$ cat src/rtl/uart_pkg.sv
`default_nettype none
// ============================================================================
//  Module      : uart_pkg
//  Description : Shared UART definitions: FSM state encodings and frame
//                geometry, used by both the receiver and the transmitter.
//  Revision    : 1.0 - initial release
// ============================================================================
package uart_pkg;

    // Number of payload bits in one frame
    localparam int c_DATA_BITS = 8;

    // FSM state encodings (3-bit; encoding 3'd7 is unused)
    typedef logic [2:0] uart_state_t;

    localparam uart_state_t c_IDLE       = 3'd0;
    localparam uart_state_t c_START      = 3'd1;
    localparam uart_state_t c_DATA       = 3'd2;
    localparam uart_state_t c_PARITY     = 3'd3;
    localparam uart_state_t c_STOP       = 3'd4;
    localparam uart_state_t c_DONE       = 3'd5;
    localparam uart_state_t c_BREAK_WAIT = 3'd6;

endpackage
`default_nettype wire

$ cat src/rtl/uart_rx_sync.sv
`default_nettype none
// ============================================================================
//  Module      : uart_rx_sync
//  Description : Two-flop synchronizer for the asynchronous serial line.
//                Both flops reset to 1 so the line reads as idle.
//  Revision    : 1.0 - initial release
// ============================================================================
module uart_rx_sync (
    input  logic i_clk,
    input  logic i_rst_n,
    input  logic i_d,
    output logic o_q
);

    logic r_meta;
    logic r_sync;

    // Two-stage resynchronisation into the i_clk domain
    always_ff @(posedge i_clk or negedge i_rst_n) begin
        if (!i_rst_n) begin
            r_meta <= 1'b1;
            r_sync <= 1'b1;
        end else begin
            r_meta <= i_d;
            r_sync <= r_meta;
        end
    end

    assign o_q = r_sync;

endmodule
`default_nettype wire

$ cat src/rtl/uart_receiver.sv
`default_nettype none
// ============================================================================
//  Module      : uart_receiver
//  Description : 8N1 asynchronous serial receiver. Oversamples the line with
//                a per-bit counter and samples every bit at its midpoint.
//                Good frames produce a one-cycle o_rx_dv strobe; a zero stop
//                bit produces a single o_frame_err strobe and the receiver
//                then waits for the line to return high.
//                Build option UART_RX_PARITY_EN adds an even-parity bit
//                between data and stop and the o_parity_err strobe.
//  Revision    : 1.0 - initial release
// ============================================================================
module uart_receiver
    import uart_pkg::*;
#(
    parameter int CLKS_PER_BIT = 87
) (
    input  logic       i_clk,
    input  logic       i_rst_n,
    input  logic       i_rx_serial,
    output logic       o_rx_dv,
    output logic [7:0] o_rx_byte,
    output logic       o_rx_active,
`ifdef UART_RX_PARITY_EN
    output logic       o_parity_err,
`endif
    output logic       o_frame_err
);

    localparam int             c_CW   = $clog2(CLKS_PER_BIT) + 1;
    localparam logic [c_CW-1:0] c_HALF = c_CW'((CLKS_PER_BIT - 1) / 2);
    localparam logic [c_CW-1:0] c_LAST = c_CW'(CLKS_PER_BIT - 1);
    localparam logic [c_CW-1:0] c_ONE  = c_CW'(1);
    localparam logic [2:0]      c_LAST_IDX = 3'(c_DATA_BITS - 1);

    logic                   w_rx_s;
    uart_state_t            r_state;
    logic [c_CW-1:0]        r_count;
    logic [2:0]             r_idx;
    logic [c_DATA_BITS-1:0] r_shift;
    logic                   r_rx_dv;
    logic [7:0]             r_rx_byte;
    logic                   r_rx_active;
    logic                   r_frame_err;
`ifdef UART_RX_PARITY_EN
    logic                   r_parity_bit;
    logic                   r_parity_err;
`endif

    uart_rx_sync u_sync (
        .i_clk   (i_clk),
        .i_rst_n (i_rst_n),
        .i_d     (i_rx_serial),
        .o_q     (w_rx_s)
    );

    // Frame-reception FSM with registered outputs; strobes default low
    always_ff @(posedge i_clk or negedge i_rst_n) begin
        if (!i_rst_n) begin
            r_state     <= c_IDLE;
            r_count     <= '0;
            r_idx       <= '0;
            r_shift     <= '0;
            r_rx_dv     <= 1'b0;
            r_rx_byte   <= 8'h00;
            r_rx_active <= 1'b0;
            r_frame_err <= 1'b0;
`ifdef UART_RX_PARITY_EN
            r_parity_bit <= 1'b0;
            r_parity_err <= 1'b0;
`endif
        end else begin
            r_rx_dv     <= 1'b0;
            r_frame_err <= 1'b0;
`ifdef UART_RX_PARITY_EN
            r_parity_err <= 1'b0;
`endif
            case (r_state)
                c_IDLE: begin
                    r_count <= '0;
                    r_idx   <= '0;
                    if (!w_rx_s) begin
                        r_state     <= c_START;
                        r_rx_active <= 1'b1;
                    end
                end

                c_START: begin
                    if (r_count == c_HALF) begin
                        r_count <= '0;
                        if (!w_rx_s) begin
                            r_state <= c_DATA;
                        end else begin
                            // Line went high before mid-start: a glitch
                            r_state     <= c_IDLE;
                            r_rx_active <= 1'b0;
                        end
                    end else begin
                        r_count <= r_count + c_ONE;
                    end
                end

                c_DATA: begin
                    if (r_count == c_LAST) begin
                        r_count        <= '0;
                        r_shift[r_idx] <= w_rx_s;
                        if (r_idx == c_LAST_IDX) begin
                            r_idx <= '0;
`ifdef UART_RX_PARITY_EN
                            r_state <= c_PARITY;
`else
                            r_state <= c_STOP;
`endif
                        end else begin
                            r_idx <= r_idx + 3'd1;
                        end
                    end else begin
                        r_count <= r_count + c_ONE;
                    end
                end

`ifdef UART_RX_PARITY_EN
                c_PARITY: begin
                    if (r_count == c_LAST) begin
                        r_count      <= '0;
                        r_parity_bit <= w_rx_s;
                        r_state      <= c_STOP;
                    end else begin
                        r_count <= r_count + c_ONE;
                    end
                end
`endif

                c_STOP: begin
                    if (r_count == c_LAST) begin
                        r_count <= '0;
                        if (w_rx_s) begin
                            r_state <= c_DONE;
                        end else begin
                            // Error strobe lands in the first BREAK_WAIT cycle
                            r_state     <= c_BREAK_WAIT;
                            r_frame_err <= 1'b1;
                            r_rx_active <= 1'b0;
                        end
                    end else begin
                        r_count <= r_count + c_ONE;
                    end
                end

                c_DONE: begin
                    r_rx_byte   <= r_shift;
                    r_rx_dv     <= 1'b1;
                    r_rx_active <= 1'b0;
`ifdef UART_RX_PARITY_EN
                    r_parity_err <= ^{r_shift, r_parity_bit};
`endif
                    r_state     <= c_IDLE;
                end

                c_BREAK_WAIT: begin
                    // Hold here while the line stays low so a break
                    // produces only one error strobe
                    r_rx_active <= 1'b0;
                    if (w_rx_s) begin
                        r_state <= c_IDLE;
                    end
                end

                default: begin
                    r_state     <= c_IDLE;
                    r_count     <= '0;
                    r_idx       <= '0;
                    r_rx_active <= 1'b0;
                end
            endcase
        end
    end

    assign o_rx_dv     = r_rx_dv;
    assign o_rx_byte   = r_rx_byte;
    assign o_rx_active = r_rx_active;
    assign o_frame_err = r_frame_err;
`ifdef UART_RX_PARITY_EN
    assign o_parity_err = r_parity_err;
`endif

endmodule
`default_nettype wire

$ cat config.mk
export PLATFORM = sky130hd
export DESIGN_NAME = uart_receiver
export DESIGN_NICKNAME = d
export VERILOG_FILES = /design/src/rtl/uart_pkg.sv /design/src/rtl/uart_rx_sync.sv /design/src/rtl/uart_receiver.sv
export SDC_FILE = /design/constraint.sdc
export NUM_CORES = 1
export LEC_CHECK = 0
export CORE_ASPECT_RATIO = 0.9
export CORE_UTILIZATION = 50
export DETAILED_ROUTE_END_ITERATION = 8
export GPL_ROUTABILITY_DRIVEN = 0
export PLACE_DENSITY = 0.79
export SLEW_MARGIN = 30
export SYNTH_ARGS = -nofsm -noshare
export SYNTH_HDL_FRONTEND = slang
export SYNTH_SLANG_ARGS = --single-unit
$ cat constraint.sdc
create_clock -name i_clk -period 1.9 [get_ports i_clk]
set_clock_uncertainty 0.05 [all_clocks]
set_input_delay 0.38 -clock i_clk [delete_from_list [all_inputs] [get_ports i_clk]]
set_output_delay 0.38 -clock i_clk [all_outputs]
set_load 0.05 [all_outputs]
==> parameters.txt <==
Parameter                              Value

Run status
  Run status    finished with violations
  Violations in the final reports    negative setup slack

Placed design
  Placed wire-length estimate    2493 um
  Worst-case setup slack after placement    -36.67 ps
  Count of input and output buffers    13

Synth
  Area share of the largest cell type after synthesis    46.91%
  Cells taking the most area after synthesis    sky130_fd_sc_hd__dfrtp_1, sky130_fd_sc_hd__mux2_2, sky130_fd_sc_hd__nand2_1
  Number of different library cells in the post-synthesis netlist    39
  Register area share after synthesis    49.89%
  Synth Register Bits    35
  Most used flip-flop cell after synthesis    sky130_fd_sc_hd__dfrtp_1
  Cell count after synthesis    163
  Number of enable-type register cells in the synthesized netlist    0
  Count of synthesis-stage warnings from yosys    0
  Syn Nets    170
  Count leader, synth    sky130_fd_sc_hd__dfrtp_1
  Cell type with the largest total area after synthesis    sky130_fd_sc_hd__dfrtp_1
  Most used standard cells in the synthesized netlist    sky130_fd_sc_hd__dfrtp_1, sky130_fd_sc_hd__nand2_1, sky130_fd_sc_hd__mux2_2, sky130_fd_sc_hd__nor2_1, sky130_fd_sc_hd__o21ai_0
  Mean area per synthesized cell    10.80 um^2
  Async set or reset register ratio after synthesis    100.0%
  Post-Syn Area    1760 um^2

Timing
  Fin worst setup slack    -23.78 ps
  Setup repair after global routing missed its margin    true
  Hold_ws    306.9 ps
  Max-slew violations    0
  Share of the clock period used by the worst path    101.3%
  Final min period    1924 ps
  Final hold violations    0
  # setup viols final    2
  Peak clock frequency supported by timing    519.8 MHz
  Slew HR    66.75%
  Worst-Margin Slew    497.9 ps

Clock network
  Clock Latency Late Sink    290 ps
  Number of sinks on the clock net    35
  Clock Pin Slew Worst Setup and Hold Paths    70 ps
  Number of buffers created by CTS    5
  Post-cts hold buffer count    0
  Total number of H-tree levels    2
  Clock Root Buffer    sky130_fd_sc_hd__clkbuf_8
  Max Root-Sink Buffers    2
  TritonCTS clock tree    done

Setup path
  Series of cell instances along the critical path    inv_2 > ha_1 > and4bb_4 > a2111oi_4 > a2111o_1 > mux2_2
  Worst Path Buf+Inv    1
  Critical path startpoint    r_count[0]
  CP Class    flop to flop
  Critical Path End    r_state[2]
  Highest-delay cell along the critical path    sky130_fd_sc_hd__dfrtp_1
  Largest fanout on the critical path    5
  Setup slack on the worst flop-to-flop path    -20 ps
  End of the worst register-to-register path    r_state[2]
  Data arrival, critical path    2050 ps
  Worst Reg-to-Reg Cells    6
  Endpoint required time on the critical path    2020 ps
  Critical Path Start Type    flop
  Critical Path End Type    flop
  Number of gates on the worst path with buffers counted    6
  Worst r2r src    r_count[0]
  Top delay family on crit path    compound AO/OA/AOI/OAI gates
  Critical Path Max Stage Delay    390 ps

Power
  Switching portion of total power    34.62%
  Design internal power    1.380 mW
  Combinational Power Share    34.9%
  Sequential share of power    40.2%
  Largest voltage drop on the vdd net    0.0007020 V
  Overall power consumption    2.111 mW
  Leakage dissipation    1.079 nW
  Clk pwr share    25.0%
  Power density over the cells    959.7 nW/um^2
  P_sw    0.7308 mW

Route
  Total number of vias    1343
  Post-DR vias/cell    5.527
  Count of TritonRoute iterations in the first routing pass    4
  Iteration-0 DRC Markers    55
  Post-DR wirelength/cell    14.55 um
  Antenna-violating nets left    0
  Detailed-route DRC error count    0
  Total wire length    3536 um

GRT
  Total grt overflow    0
  Largest net degree at the start of global routing    36
  Initial antenna violation count    0
  Via count of the first global-routing pass    1341
  Overall routing resource usage    20.99%
  Global-route wire length before repair    5885 um

Floorplan
  Effective utilization at floorplan    52.11%
  Die boundary height    58.29 um
  Floorplan core area    3378 um^2
  Width of the chip    64.55 um
  Die footprint    3762 um^2
  Rows    20
  IO Count    14

Cells and area
  Number of nets in the finished design    205
  Area delta synth->final    24.95%
  Total inserted antenna cells    0
  Fraction of final layout cells sized beyond drive strength 1    35.18%
  Filler cells    260

Job
  Max-capacitance violation count    0

Hold path
  Kind of path behind the tightest hold check    flop to flop
[flip-flops by register name (all words and copies together), names as in the netlist]
name	cells
o_rx_dv	1
u_sync.o_q	1
r_state	3
u_sync.r_meta	1
o_frame_err	1
r_count	8
o_rx_active	1
r_shift	8
o_rx_byte	8
r_idx	3
[power by group through the flow]
| stage | clock (mW) | combinational (mW) | sequential [mW] |
|---|---|---|---|
| after floorplan | 0 | 0.418 | 0.881 |
| after global placement | 0 | 0.651 | 0.852 |
| after detailed placement | 0 | 0.680 | 0.856 |
| after CTS | 0.540 | 0.717 | 0.843 |
| after global routing | 0.574 | 0.800 | 0.852 |
| final | 0.527 | 0.736 | 0.848 |
[final cells by class]
| class | instances | area, um^2 | share of cell area (%) |
|---|---|---|---|
| tap | 44 | 55.05 | 2.503 |
| inverter | 4 | 15.01 | 0.6826 |
| clock buffer | 6 | 72.57 | 3.299 |
| timing repair buffer | 34 | 270.3 | 12.29 |
| multi-input combinational | 118 | 895.9 | 40.73 |
| clock inverter | 2 | 12.51 | 0.5688 |
| sequential | 35 | 878.3 | 39.93 |
[placed cells by master (no fill, tap or decap), types with 4 or more instances in the layout]
master | synthesis | final
sky130_fd_sc_hd__buf_4 | 0 | 29
sky130_fd_sc_hd__clkbuf_8 | 0 | 5
sky130_fd_sc_hd__clkdlybuf4s50_1 | 0 | 4
sky130_fd_sc_hd__dfrtp_1 | 33 | 33
sky130_fd_sc_hd__mux2_2 | 17 | 14
sky130_fd_sc_hd__mux2_4 | 0 | 4
sky130_fd_sc_hd__nand2_1 | 20 | 20
sky130_fd_sc_hd__nor2_1 | 11 | 11
sky130_fd_sc_hd__nor2b_1 | 5 | 5
sky130_fd_sc_hd__o21ai_0 | 9 | 9
sky130_fd_sc_hd__o22ai_1 | 5 | 5
[per-layer routing]
layer,share of wire (%),GRT usage (%),up-vias,routed length (um)
li1,-,-,650,-
met1,45,24.46,661,1589
met2,50,37.74,26,1778
met3,3.4,5.233,6,119
met4,1.4,7.619,0,49
met5,0,0,-,0
[worst min-delay path by stage]
stage,cells past startpoint,startpoint,slack (ps),end
finish,0,u_sync.r_meta,310,u_sync.o_q
global route,0,u_sync.r_meta,320,u_sync.o_q
CTS,0,u_sync.r_meta,310,u_sync.o_q
detailed placement,0,u_sync.r_meta,300,u_sync.o_q
global placement,0,u_sync.r_meta,300,u_sync.o_q
floorplan,0,i_rst_n,30,o_frame_err
[per-stage QoR]
| step | cells | area [um^2] | setup TNS, ps | util, % |
|---|---|---|---|---|
| finish | 243 | 2200 | -40.77 | 65.11 |
| global route | 243 | 2200 | -270.1 | 65.11 |
| CTS | 242 | 2158 | 0 | 63.89 |
| detailed placement | 234 | 2049 | -59.86 | 60.67 |
| global placement | 234 | 2049 | 0 | 60.67 |
| floorplan | 163 | 1760 | 0 | - |
[logic make-up (layout without fill, tap and decap cells)]
family / Yosys count / in the layout / synth area share, %
buffers and inverters: 10 / 46 / 2.345
AOI/OAI and AO/OA: 29 / 29 / 11.87
and+or+nand+nor: 61 / 61 / 18.27
DFF: 35 / 35 / 49.89
adders and majority gates: 5 / 5 / 3.412
muxes: 21 / 21 / 13.22
xor gates and xnor gates: 2 / 2 / 0.9952
[repair_timing]
item,CTS,global route
setup buffers,0,1
endpoints found under the setup margin,2,6
hold endpoints to repair,0,0
resized for setup,5,8
pin swaps,1,2
Note: power is estimated with default switching activity, not from simulation.
